File: src/rtl/interrupt_controller_prio_if.sv
// Register-bus, request-line and CPU handshake bundle for interrupt_controller_prio.
`timescale 1ns/1ps
interface interrupt_controller_prio_if #(
  parameter int unsigned NUM_SOURCES = 5
);
  logic                   iMcuWe;
  logic [3:0]             iMcuRegSelect;
  logic [7:0]             iMcuWriteData;
  logic                   iIme;
  logic [NUM_SOURCES-1:0] iInterruptRequest;
  logic                   iIrqAck;
  logic [7:0]             oInterruptEnableRegister;
  logic [7:0]             oInterruptFlag;
  logic                   oIrq;
  logic [2:0]             oIrqIndex;
  logic [15:0]            oIrqVector;
  logic                   oWake;

  modport master (
    output iMcuWe, iMcuRegSelect, iMcuWriteData, iIme, iInterruptRequest, iIrqAck,
    input  oInterruptEnableRegister, oInterruptFlag, oIrq, oIrqIndex, oIrqVector, oWake
  );

  modport slave (
    input  iMcuWe, iMcuRegSelect, iMcuWriteData, iIme, iInterruptRequest, iIrqAck,
    output oInterruptEnableRegister, oInterruptFlag, oIrq, oIrqIndex, oIrqVector, oWake
  );
endinterface

File: src/rtl/interrupt_controller_prio.sv
// Fixed-priority interrupt controller with IE/IF registers and a req/ack CPU handshake.
// Optional macro IRQ_EDGE_DETECT_EN: request lines are rising-edge detected instead of level.
`timescale 1ns/1ps
module interrupt_controller_prio #(
  parameter int unsigned NUM_SOURCES   = 5,
  parameter logic [15:0] VECTOR_BASE   = 16'h0040,
  parameter int unsigned VECTOR_STRIDE = 8
) (
  input logic                        iClock,
  input logic                        iReset_n,
  interrupt_controller_prio_if.slave bus
);
  typedef enum logic [1:0] {IDLE, REQ, HOLD} state_t;

  state_t                 state_q, state_d;
  logic [7:0]             ie_q;
  logic [NUM_SOURCES-1:0] if_q, if_d;
  logic [NUM_SOURCES-1:0] src_event, pending, ack_clr;
  logic [2:0]             index_q, index_d, winner;
  logic [15:0]            vector_q, vector_d;
  logic                   any_pending;
  logic                   we_ie, we_if;
  logic [7:0]             flag_view;

  assign we_ie   = bus.iMcuWe && (bus.iMcuRegSelect == 4'h0);
  assign we_if   = bus.iMcuWe && (bus.iMcuRegSelect == 4'hF);
  assign pending = if_q & ie_q[NUM_SOURCES-1:0];

`ifdef IRQ_EDGE_DETECT_EN
  logic [NUM_SOURCES-1:0] req_prev;

  // Cleared on reset so a line already high at reset release counts as one edge.
  always_ff @(posedge iClock or negedge iReset_n) begin
    if (!iReset_n) req_prev <= '0;
    else           req_prev <= bus.iInterruptRequest;
  end

  assign src_event = bus.iInterruptRequest & ~req_prev;
`else
  assign src_event = bus.iInterruptRequest;
`endif

  always_comb begin
    winner      = '0;
    any_pending = 1'b0;
    for (int unsigned i = 0; i < NUM_SOURCES; i++) begin
      if (pending[i] && !any_pending) begin
        winner      = 3'(i);
        any_pending = 1'b1;
      end
    end
  end

  always_comb begin
    state_d  = state_q;
    index_d  = index_q;
    vector_d = vector_q;
    ack_clr  = '0;
    case (state_q)
      IDLE: begin
        if (bus.iIme && any_pending) begin
          index_d  = winner;
          vector_d = VECTOR_BASE + 16'(winner) * 16'(VECTOR_STRIDE);
          state_d  = REQ;
        end
      end
      REQ: begin
        if (bus.iIrqAck) begin
          ack_clr[index_q] = 1'b1;
          state_d          = HOLD;
        end else if (!bus.iIme || !pending[index_q]) begin
          state_d = IDLE;
        end
      end
      HOLD:    state_d = IDLE;
      default: state_d = IDLE;
    endcase
  end

  // A source event outranks both software writes and ack clears, so no request is lost.
  always_comb begin
    if_d = if_q;
    for (int unsigned i = 0; i < NUM_SOURCES; i++) begin
      if (src_event[i])    if_d[i] = 1'b1;
      else if (we_if)      if_d[i] = bus.iMcuWriteData[i];
      else if (ack_clr[i]) if_d[i] = 1'b0;
    end
  end

  always_ff @(posedge iClock or negedge iReset_n) begin
    if (!iReset_n) begin
      state_q  <= IDLE;
      ie_q     <= '0;
      if_q     <= '0;
      index_q  <= '0;
      vector_q <= VECTOR_BASE;
    end else begin
      state_q  <= state_d;
      if_q     <= if_d;
      index_q  <= index_d;
      vector_q <= vector_d;
      if (we_ie) ie_q <= bus.iMcuWriteData;
    end
  end

  always_comb begin
    flag_view                  = '1;
    flag_view[NUM_SOURCES-1:0] = if_q;
  end

  assign bus.oInterruptEnableRegister = ie_q;
  assign bus.oInterruptFlag           = flag_view;
  assign bus.oIrq                     = (state_q == REQ);
  assign bus.oIrqIndex                = index_q;
  assign bus.oIrqVector               = vector_q;
  assign bus.oWake                    = |pending;
endmodule

File: src/flat_wrapper.sv
// flat-port wrapper written by rule: the top's interface ports become plain ports
module interrupt_controller_prio_flat 
#(
  parameter int unsigned NUM_SOURCES   = 5,
  parameter logic [15:0] VECTOR_BASE   = 16'h0040,
  parameter int unsigned VECTOR_STRIDE = 8
)
  (iClock, iReset_n, bus_iMcuWe, bus_iMcuRegSelect, bus_iMcuWriteData, bus_iIme, bus_iInterruptRequest, bus_iIrqAck, bus_oInterruptEnableRegister, bus_oInterruptFlag, bus_oIrq, bus_oIrqIndex, bus_oIrqVector, bus_oWake);
  interrupt_controller_prio_if #(.NUM_SOURCES(NUM_SOURCES)) bus_i ();
  input logic iClock;
  input logic iReset_n;
  input wire logic [$bits(bus_i.iMcuWe)-1:0] bus_iMcuWe;
  input wire logic [$bits(bus_i.iMcuRegSelect)-1:0] bus_iMcuRegSelect;
  input wire logic [$bits(bus_i.iMcuWriteData)-1:0] bus_iMcuWriteData;
  input wire logic [$bits(bus_i.iIme)-1:0] bus_iIme;
  input wire logic [$bits(bus_i.iInterruptRequest)-1:0] bus_iInterruptRequest;
  input wire logic [$bits(bus_i.iIrqAck)-1:0] bus_iIrqAck;
  output wire logic [$bits(bus_i.oInterruptEnableRegister)-1:0] bus_oInterruptEnableRegister;
  output wire logic [$bits(bus_i.oInterruptFlag)-1:0] bus_oInterruptFlag;
  output wire logic [$bits(bus_i.oIrq)-1:0] bus_oIrq;
  output wire logic [$bits(bus_i.oIrqIndex)-1:0] bus_oIrqIndex;
  output wire logic [$bits(bus_i.oIrqVector)-1:0] bus_oIrqVector;
  output wire logic [$bits(bus_i.oWake)-1:0] bus_oWake;
  assign bus_i.iMcuWe = bus_iMcuWe;
  assign bus_i.iMcuRegSelect = bus_iMcuRegSelect;
  assign bus_i.iMcuWriteData = bus_iMcuWriteData;
  assign bus_i.iIme = bus_iIme;
  assign bus_i.iInterruptRequest = bus_iInterruptRequest;
  assign bus_i.iIrqAck = bus_iIrqAck;
  assign bus_oInterruptEnableRegister = bus_i.oInterruptEnableRegister;
  assign bus_oInterruptFlag = bus_i.oInterruptFlag;
  assign bus_oIrq = bus_i.oIrq;
  assign bus_oIrqIndex = bus_i.oIrqIndex;
  assign bus_oIrqVector = bus_i.oIrqVector;
  assign bus_oWake = bus_i.oWake;
  interrupt_controller_prio #(.NUM_SOURCES(NUM_SOURCES), .VECTOR_BASE(VECTOR_BASE), .VECTOR_STRIDE(VECTOR_STRIDE)) u_core (.iClock(iClock), .iReset_n(iReset_n), .bus(bus_i));
endmodule
File: config.mk
export PLATFORM = sky130hd
export DESIGN_NAME = interrupt_controller_prio_flat
export DESIGN_NICKNAME = d
export VERILOG_FILES = /design/src/rtl/interrupt_controller_prio_if.sv /design/src/rtl/interrupt_controller_prio.sv /design/src/flat_wrapper.sv
export SDC_FILE = /design/constraint.sdc
export NUM_CORES = 1
export LEC_CHECK = 0
export ABC_AREA = 1
export BUFFER_PORTS_ARGS = -buffer_cell sky130_fd_sc_hd__buf_4
export CAP_MARGIN = 20
export CORE_MARGIN = 2
export CORE_UTILIZATION = 45
export CTS_CLUSTER_SIZE = 25
export DETAILED_ROUTE_END_ITERATION = 10
export GPL_ROUTABILITY_DRIVEN = 1
export PLACE_DENSITY = 0.75
export SLEW_MARGIN = 20
export SYNTH_ARGS = -nofsm -noshare
export SYNTH_HDL_FRONTEND = slang
export SYNTH_SLANG_ARGS = --single-unit
File: constraint.sdc
create_clock -name iClock -period 1.1 [get_ports iClock]
set_input_delay 0.11 -clock iClock [delete_from_list [all_inputs] [get_ports iClock]]
set_output_delay 0.11 -clock iClock [all_outputs]
set_load 0.01 [all_outputs]
==> flow_summary.yaml <==
clock_network:
  cts.clk_slew.worst_paths_ns: 0.11
  numCtsBuffers: 3
  clk_latency_ns: 0.30
  cts.path.max_buffers: 2
  clockRootBuffer: "clkbuf_4"
  cts_tree: "built"
  cts.sinks: 18
  htreeDepth: 1
route:
  finalWirelength_microns: 2980
  routed_via_density: 4.58
  firstDrtPassIters: 4
  avgRoutedWirePerCell_microns: 12.3
  vias: 1114
  drc: 0
  ant_nets: 0
  drtIter0Drc: 15
power:
  p_comb_share_pct: 61.4
  pwr-share-clk_pct: 10.2
  power.switching_mw: 1.31
  vdd_drop_max_mv: 1.29
  seqPwrFrac_pct: 28.4
  sw_frac_of_total_pct: 39.2
  p_per_area_nw_per_um2: 1810
  p_int_mw: 2.03
  leakage_nw: 1.00
min_path:
  min_from: "bus_iMcuWriteData[5]"
  min_path_type: "in2reg"
  worstHoldEndpoint: "u_core.bus.oInterruptEnableRegister[5]$_DFFE_PN0P_"
  holdPathStages: 3
critical_path:
  worstPathMaxFanout: 3
  rrSetupSlack_ns: -0.16
  required_ns: 0.99
  r2r_end: "u_core.bus.oIrqIndex[2]$_DFFE_PN0P_"
  r2r_cells: 9
  arrival_ns: 1.22
  end_kind: "output pin"
  crit_path_start_kind: "register"
  r2r-start: "u_core.if_q[1]$_DFFE_PN0P_"
  worst-setup-path-type: "reg2out"
logic_synthesis:
  synth_top_family_by_area: "simple AND/OR/NAND/NOR gates"
  ys_types: 19
  ys_seq_area_share_pct: 39.1
  synth-xor-area-share_pct: 0
  synth-adder-area-share_pct: 0
  syn_area_per_cell_sq_um: 7.94
  syn_area_sq_um: 1150
  synth_compound_area_share_pct: 10.5
  synth_warnings: 0
  muxShareOfSynthArea_pct: 0
  yosys.area_share.simple_pct: 29.1
  synth_cells: 145
  synth-seq-cells: 18
status:
  status: "complete, but fails checks"
  violations: "setup timing"
floorplan:
  core_area_sq_um: 2450
  io_pins: 59
  rows: 18
  fp.dieH_microns: 54.6
  die_area_sq_um: 2980
  die_w_microns: 54.6
  start_util_pct: 46.9
place:
  gp_congestion: 0.826
  dp_hpwl_microns: 1910
  portBuffers: 42
  place_ws_ns: 0.0207
global_routing:
  antenna_found_initial: 0
  gr-total-overflow: 0
  grt_max_degree: 19
  grt_pass1_wl_microns: 4240
  grt_pass1_vias: 1056
  track_usage_pct: 19.8
sta:
  skew_ns: 0.00598
  hold_ws_ns: 0.0441
  drv_slew: 0
  min_period_ns: 1.33
  setup_viol: 12
  final_hold_viol_count: 0
  rsz0062_at_grt: "yes"
  worst_slack_ns: -0.231
  post-route-period-util_pct: 121
  fmax_mhz: 751
final_layout:
  nets: 237
  antenna_cells: 0
  area_growth_pct: 59.7
  mostFrequentLayoutCell: "buf_4"
  layout_common_cells: "45 x buf_4, 25 x nand2_1, 25 x buf_6, 20 x inv_1, 16 x conb_1"
  layout-drive-gt1-share_pct: 55.9
job:
  drv_cap: 0
state kept, by name (all words and copies together) (netlist names):
name                                 count
u_core.bus.oIrqIndex                     3
u_core.state_q                           2
u_core.if_q                              5
u_core.bus.oInterruptEnableRegister      8
cell type report:
type                    count  area, sq um
clock buffers               3         22.5
inverters                  22         82.6
multi-input cells          99          612
repair buffers             71          629
well taps                  30         37.5
flip-flops and latches     18          454
fillers                   185          617
metal layers:
metal	track usage [%]	wire length (microns)	up-vias
met5	0	0	-
met4	8.33	31	0
met3	3.01	145	3
met2	35.7	1560	42
met1	22.9	1240	517
li1	-	-	552
per-stage QoR:
stage | util (%) | setup TNS (ns) | area [sq um] | total power, mW | std cells
after detailed placement | 59.9 | 0 | 1470 | 2.23 | 220
after CTS | 66.9 | -0.426 | 1640 | 2.89 | 239
after global placement | 59.9 | 0 | 1470 | 2.20 | 220
after floorplan | - | 0 | 1200 | 1.73 | 159
final | 74.9 | -0.895 | 1840 | 3.33 | 243
after global routing | 74.9 | -1.70 | 1840 | 3.55 | 243
synth_stat cells, drive strengths merged:
cell | instances | area share (%)
nand2 | 38 | 14
inv | 22 | 7.2
buf | 20 | 13
dfrtp | 18 | 39
nand3 | 18 | 8.3
nor2 | 10 | 4.8
o21ai | 8 | 6.1
o21bai | 5 | 3.3
a21oi | 2 | 1.2
conb | 2 | 0.65
nand4 | 1 | 0.54
nor3 | 1 | 1.4
worst max-delay path, cell delays in order (launching register included):
cell     delay [ns]
dfrtp_1        0.41
nand2_2        0.10
nand2_2        0.07
nor2_4         0.15
nand2_4        0.07
buf_6          0.12
cells by family after synthesis:
| logic type | after synthesis |
|---|---|
| and+or+nand+nor | 68 |
| buffers and inverters | 42 |
| DFF | 18 |
| AOI/OAI and AO/OA | 15 |
| other | 2 |
power by group through the flow:
| stage | combinational [mW] | clock [mW] | sequential, mW |
|---|---|---|---|
| detailed placement | 1.25 | 0 | 0.987 |
| global route | 2.23 | 0.362 | 0.963 |
| finish | 2.05 | 0.339 | 0.947 |
| global placement | 1.23 | 0 | 0.978 |
| floorplan | 0.682 | 0 | 1.05 |
| CTS | 1.62 | 0.343 | 0.926 |
worst max path at each step:
stage	from	to	slack, ns	cells after the start
detailed placement	u_core.state_q[1]$_DFFE_PN0P_	u_core.if_q[1]$_DFFE_PN0P_	0.02	6
global route	u_core.bus.oInterruptEnableRegister[0]$_DFFE_PN0P_	bus_oWake	-0.29	5
CTS	u_core.bus.oInterruptEnableRegister[3]$_DFFE_PN0P_	bus_oWake	-0.22	5
finish	u_core.if_q[1]$_DFFE_PN0P_	bus_oWake	-0.23	5
global placement	u_core.state_q[1]$_DFFE_PN0P_	u_core.if_q[3]$_DFFE_PN0P_	0.06	6
floorplan	u_core.if_q[1]$_DFFE_PN0P_	u_core.bus.oIrqIndex[0]$_DFFE_PN0P_	0.06	7
timing repair:
item | 4_1_cts | 5_1_grt
gates resized for setup | 10 | 43
hold endpoints to repair | 18 | 0
hold buffers | 1 | 0
buffers inserted | 15 | 12
setup endpoints to repair | 10 | 25
pin swaps | 5 | 8
No activity file was read; power rests on OpenSTA's default activity.
